--- config.mk ---
export PLATFORM = sky130hd
export DESIGN_NAME = crc32_stream_engine
export DESIGN_NICKNAME = d
export VERILOG_FILES = /design/src/rtl/crc_pkg.sv /design/src/rtl/crc32_lane_fold.sv /design/src/rtl/crc32_stream_engine.sv
export SDC_FILE = /design/constraint.sdc
export NUM_CORES = 1
export LEC_CHECK = 0
export CORE_MARGIN = 2
export CORE_UTILIZATION = 30
export CTS_BUF_LIST = sky130_fd_sc_hd__clkbuf_8
export CTS_CLUSTER_SIZE = 25
export DETAILED_ROUTE_END_ITERATION = 10
export HOLD_SLACK_MARGIN = 0.1
export PLACE_DENSITY = 0.6
export SETUP_SLACK_MARGIN = 0.4
export SYNTH_ARGS = -nofsm -noshare
export SYNTH_HDL_FRONTEND = slang
export SYNTH_HIERARCHICAL = 1
export SYNTH_SLANG_ARGS = --single-unit
--- constraint.sdc ---
create_clock -name i_clk -period 5 [get_ports i_clk]
set_input_delay 0.5 -clock i_clk [delete_from_list [all_inputs] [get_ports i_clk]]
set_output_delay 0.5 -clock i_clk [all_outputs]
set_load 0.005 [all_outputs]
--- src/rtl/crc_pkg.sv ---
// Shared CRC-32 constants, lane record type and per-byte update helpers.
// The running state is held MSB-first; finalize maps it to the reflected FCS.
package crc_pkg;

  localparam logic [31:0] CRC_POLY    = 32'h04C11DB7;
  localparam logic [31:0] CRC_INIT    = 32'hFFFFFFFF;
  localparam logic [31:0] CRC_RESIDUE = 32'h2144DF1C;

  typedef struct packed {
    logic [7:0] data_word;
    logic       data_valid;
  } crc_word_t;

  // Reflected input byte is folded into the MSB-first register
  function automatic logic [31:0] crc32_byte(input logic [31:0] state, input logic [7:0] data);
    logic [31:0] s;
    logic [7:0]  rev;
    for (int i = 0; i < 8; i++) rev[i] = data[7-i];
    s = state ^ {rev, 24'h000000};
    for (int i = 0; i < 8; i++) begin
      s = s[31] ? ((s << 1) ^ CRC_POLY) : (s << 1);
    end
    return s;
  endfunction

  function automatic logic [31:0] crc32_finalize(input logic [31:0] state);
    logic [31:0] r;
    for (int i = 0; i < 32; i++) r[i] = state[31-i];
    return ~r;
  endfunction

endpackage

--- src/rtl/crc32_lane_fold.sv ---
// Combinational fold of one beat's byte lanes into the running CRC state.
// Masked lanes pass the state through, so the output is the state after the last kept lane.
module crc32_lane_fold
  import crc_pkg::*;
#(
  parameter int LANES = 4
) (
  input  logic [31:0]            crc_in,
  input  crc_word_t [LANES-1:0]  lane_words,
  output logic [31:0]            crc_out
);

  always_comb begin
    crc_out = crc_in;
    for (int i = 0; i < LANES; i++) begin
      if (lane_words[i].data_valid) crc_out = crc32_byte(crc_out, lane_words[i].data_word);
    end
  end

endmodule

--- src/rtl/crc32_stream_engine.sv ---
// Streaming Ethernet CRC-32 engine: folds framed beats, emits FCS (GEN) or verdict (CHK)
// through a one-entry result buffer that passes through when popped and refilled together.
module crc32_stream_engine
  import crc_pkg::*;
#(
  parameter int DATA_WIDTH = 32,
  parameter int CRC_WIDTH  = 32,
  parameter int CHECK_MODE = 0
) (
  input  logic                    i_clk,
  input  logic                    i_reset_n,
  input  logic                    i_abort,
  input  logic [DATA_WIDTH-1:0]   s_tdata,
  input  logic [DATA_WIDTH/8-1:0] s_tkeep,
  input  logic                    s_tvalid,
  input  logic                    s_tlast,
  output logic                    s_tready,
  output logic [CRC_WIDTH-1:0]    o_crc,
  output logic                    o_crc_err,
  output logic                    o_crc_valid,
  input  logic                    i_crc_ready,
  output logic                    o_proto_err
);

  localparam int LANES = DATA_WIDTH / 8;

  if (CRC_WIDTH != 32) begin : g_bad_crc_width
    $error("crc32_stream_engine: CRC_WIDTH must be 32");
  end
  if (DATA_WIDTH != 32 && DATA_WIDTH != 64) begin : g_bad_data_width
    $error("crc32_stream_engine: DATA_WIDTH must be 32 or 64");
  end

  logic [31:0]           crc_q;
  logic [31:0]           crc_fold;
  logic [31:0]           crc_final;
  crc_word_t [LANES-1:0] lane_words;
  logic                  beat_fire;
  logic                  beat_take;
  logic                  result_pop;
  logic                  keep_contig;
  logic                  keep_full;
  logic                  keep_none;
  logic                  keep_bad;

  always_comb begin
    for (int i = 0; i < LANES; i++) begin
      lane_words[i].data_word  = s_tdata[8*i +: 8];
      lane_words[i].data_valid = s_tkeep[i];
    end
  end

  crc32_lane_fold #(.LANES(LANES)) u_lane_fold (
    .crc_in     (crc_q),
    .lane_words (lane_words),
    .crc_out    (crc_fold)
  );

  assign crc_final  = crc32_finalize(crc_fold);
  assign s_tready   = ~o_crc_valid | i_crc_ready;
  assign beat_fire  = s_tvalid & s_tready;
  // An aborted beat is dropped entirely, including its keep checks
  assign beat_take  = beat_fire & ~i_abort;
  assign result_pop = o_crc_valid & i_crc_ready;

  // Legal keep is a prefix of lanes; a partial prefix is only allowed on the last beat
  assign keep_contig = ((s_tkeep & (s_tkeep + LANES'(1))) == '0);
  assign keep_full   = &s_tkeep;
  assign keep_none   = ~|s_tkeep;
  assign keep_bad    = ~keep_contig | (~s_tlast & ~keep_full & ~keep_none);

  always_ff @(posedge i_clk or negedge i_reset_n) begin
    if (!i_reset_n) begin
      crc_q       <= CRC_INIT;
      o_crc       <= '0;
      o_crc_err   <= 1'b0;
      o_crc_valid <= 1'b0;
      o_proto_err <= 1'b0;
    end else begin
      o_proto_err <= beat_take & keep_bad;

      if (i_abort) begin
        crc_q <= CRC_INIT;
      end else if (beat_fire) begin
        crc_q <= s_tlast ? CRC_INIT : crc_fold;
      end

      if (beat_take & s_tlast) begin
        o_crc_valid <= 1'b1;
        o_crc       <= crc_final;
        o_crc_err   <= (CHECK_MODE != 0) && (crc_final != CRC_RESIDUE);
      end else if (result_pop) begin
        o_crc_valid <= 1'b0;
      end
    end
  end

endmodule
==> flow_metrics.env <==
export IMPL_crit_path_top_delay_cell="dfstp_4"
export IMPL_clock_sinks=66
export IMPL_r2r_start="crc_q[29]"
export IMPL_cpMostUsedCell="xnor3_1"
export IMPL_fmax_mhz=202.0
export IMPL_rr_worst_depth=16
export IMPL_yosys_area_top_type="xnor2_1"
export IMPL_route_detailed_drc=0
export IMPL_antenna_found_initial=0
export IMPL_status="complete, no violations"
export IMPL_cts_root_buf="clkbuf_8"
export IMPL_syn_area_um2=8248
export IMPL_slew_headroom=0.2058
export IMPL_ys_seq_area_frac=0.2051
export IMPL_met3_length_mm=1.240
export IMPL_drtAntennaViolNets=0
export IMPL_crit_buf_inv=2
export IMPL_routedWlPerCell_um=20.04
export IMPL_cpLargestDelayFamily="XOR/XNOR gates"
export IMPL_ios=78
export IMPL_r2r_end="crc_q[8]"
export IMPL_final_setup_viol_count=0
export IMPL_cpPeakStageDelay_ns=0.69
export IMPL_numPortBuffers=76
export IMPL_skew_ns=0.01179
export IMPL_drive_gt1_frac=0.4476
export IMPL_syn_inst=792
export IMPL_yosys_cell_count_top_type="xnor2_1"
export IMPL_start_util=0.3060
export IMPL_grt_pass1_vias=7052
export IMPL_cp_max_fo=5
export IMPL_hold_viol=0
export IMPL_gr_total_overflow=0
export IMPL_m1WireLength_mm=13.27
export IMPL_arrival_ns=5.24
export IMPL_maxSlewViolCount=0
export IMPL_required_ns=5.29
export IMPL_crit_type="flop to flop"
export IMPL_synth_ff_type="dfrtp_1"
export IMPL_cp_depth=16
export IMPL_min_period_ns=4.950
export IMPL_ys_seq_elements=66
export IMPL_crit_chain="xor2_4 -> xnor3_1 -> mux2_4 -> a22o_1 -> a31oi_2 -> buf_6 -> xnor2_4 -> buf_4 -> xnor3_2 -> xnor3_1 -> a211o_1 -> a211o_1 -> nand2_2 -> xnor3_1 -> mux2_2 -> o22a_1"
export IMPL_ys_types=68
export IMPL_cts_hold_buf=0
export IMPL_holdCritPathClass="input port to async pin"
export IMPL_cts_buffers=9
export IMPL_first_pass_iters=5
export IMPL_avgSynthCellArea_um2=10.41
export IMPL_hold_ws_ns=0.3251
export IMPL_vias=7060
export IMPL_fillerInstances=2410
export IMPL_rsz0062_at_grt="true"
export IMPL_async_reset_ff_frac=1.000
export IMPL_startpoint_type="flop"
export IMPL_maxCapViolCount=0
export IMPL_grt_max_degree=67
export IMPL_h_tree_depth=3
export IMPL_rrSetupSlack_ns=0.05
export IMPL_grt_pass1_wl_mm=43.57
export IMPL_cts_tree="built"
export IMPL_min_period_over_period=0.9899
export IMPL_rows=60
export IMPL_synth_edf_count=0
export IMPL_crit_start="crc_q[29]"
export IMPL_die_w_um=169.8
export IMPL_wl_mm=29.58
export IMPL_syn_nets=834
export IMPL_track_usage=0.2037
export IMPL_tightest_slew_ns=1.191
export IMPL_yosysTopAreaCellShare=0.1572
export IMPL_synth_top_cells_by_area="xnor2_1, xnor3_1, mux2i_1, dfrtp_1, dfstp_2"
export IMPL_vias_per_cell=4.783
export IMPL_core_um2=26950
export IMPL_finish_utilization=0.4768
export IMPL_gp_congestion=0.9258
export IMPL_num_antenna_cells=0
export IMPL_routed_wl_met2_mm=14.17
export IMPL_die_h_um=169.8
export IMPL_syn_to_final_growth_pct=55.81
export IMPL_drtIter0Drc=558
export IMPL_dieArea_um2=28840
export IMPL_synth_warnings=6
export IMPL_crit_path_end_kind="flop"
export IMPL_dr_max_layer_used="met4"
export IMPL_dp_hpwl_mm=23.14
export IMPL_clock_latency_ns=0.36
export IMPL_nNetsFinal=1172
export IMPL_synthTopCellsByCount="xnor2_1, mux2i_1, nor2_1"
export IMPL_clock_path_buffers=2
export IMPL_path_clk_slew_ns=0.08
-- kinds of logic (layout without fill, tap and decap cells) --
family | Yosys count | count (layout) | share of synthesized area
compound gates | 128 | 128 | 0.1106
xor+xnor | 273 | 273 | 0.4198
buf+inv | 84 | 427 | 0.04915
flops | 66 | 66 | 0.2051
mux | 106 | 106 | 0.1344
other cells | 1 | 1 | 0.0004547
simple gates | 134 | 134 | 0.08055
-- sequential cells by signal, indices dropped and copies added (netlist names) --
register     cells
crc_q           32
o_crc           32
o_crc_valid      1
o_proto_err      1
-- how the worst max path moves through the flow --
stage                      to  slack [ns]
CTS                 o_crc[19]        0.11
global placement    o_crc[20]       -0.58
detailed placement  o_crc[20]       -0.63
finish               crc_q[8]        0.05
global route         o_crc[4]       -0.11
floorplan           o_crc[18]        0.36
-- layout make-up --
cell class | count | area (um2) | share of cell area
clock buffers | 10 | 137.6 | 0.01071
clock inverters | 6 | 90.09 | 0.007010
inverters | 42 | 157.7 | 0.01227
multi-input cells | 642 | 7176 | 0.5584
flip-flops and latches | 66 | 1695 | 0.1319
well taps | 341 | 426.7 | 0.03320
repair buffers | 369 | 3168 | 0.2465
-- stage by stage --
stage                     instances  setup TNS [ns]  area, um2  setup WS [ns]
after floorplan                 792               0       8562         0.3552
after global placement         1385          -17.82      11160        -0.5838
after detailed placement       1385          -21.11      11160        -0.6286
after CTS                      1446               0      12240         0.1128
after global routing           1476          -1.511      12850        -0.1110
final                          1476               0      12850        0.05028
-- layout by cell type (no fill, tap or decap), types with 7 or more instances in the layout --
master	instances
buf_4	247
xnor2_1	111
mux2i_1	75
clkdlybuf4s50_1	63
nor2_1	50
xnor3_1	41
inv_1	39
buf_6	38
dfrtp_1	34
nand2_1	32
o22a_1	32
xor2_1	32
dfstp_2	31
xnor2_4	31
a21oi_1	29
xnor2_2	24
mux2i_2	15
o21ai_0	14
clkbuf_8	10
xor2_2	10
a21oi_2	10
xor2_4	9
mux2_2	9
dlygate4sd2_1	8
buf_12	8
xnor3_2	7
xor3_1	7
-- timing repair --
item	CTS	global route
endpoints found under the setup margin	64	64
hold endpoints to repair	0	0
pin swaps	65	48
buffers inserted	45	30
gates resized for setup	96	67
-- per-layer routing --
metal  vias to the layer above  GRT usage
met1                      3462     0.2802
met3                        39    0.01953
li1                       3374          -
met5                         -          0
met4                         0    0.05909
met2                       185     0.3411
-- worst register-to-register path: stages (launching register included) --
cell,delay [ns]
dfstp_4,0.69
xor2_4,0.18
xnor3_1,0.46
mux2_4,0.34
a22o_1,0.23
a31oi_2,0.20
buf_6,0.16
xnor2_4,0.15
buf_4,0.15
xnor3_2,0.36
xnor3_1,0.24
a211o_1,0.38
a211o_1,0.37
nand2_2,0.16
xnor3_1,0.36
mux2_2,0.29
o22a_1,0.16
Power is not shown: default switching activity piles up to over one toggle a cycle in this logic, so the estimate is an artifact.
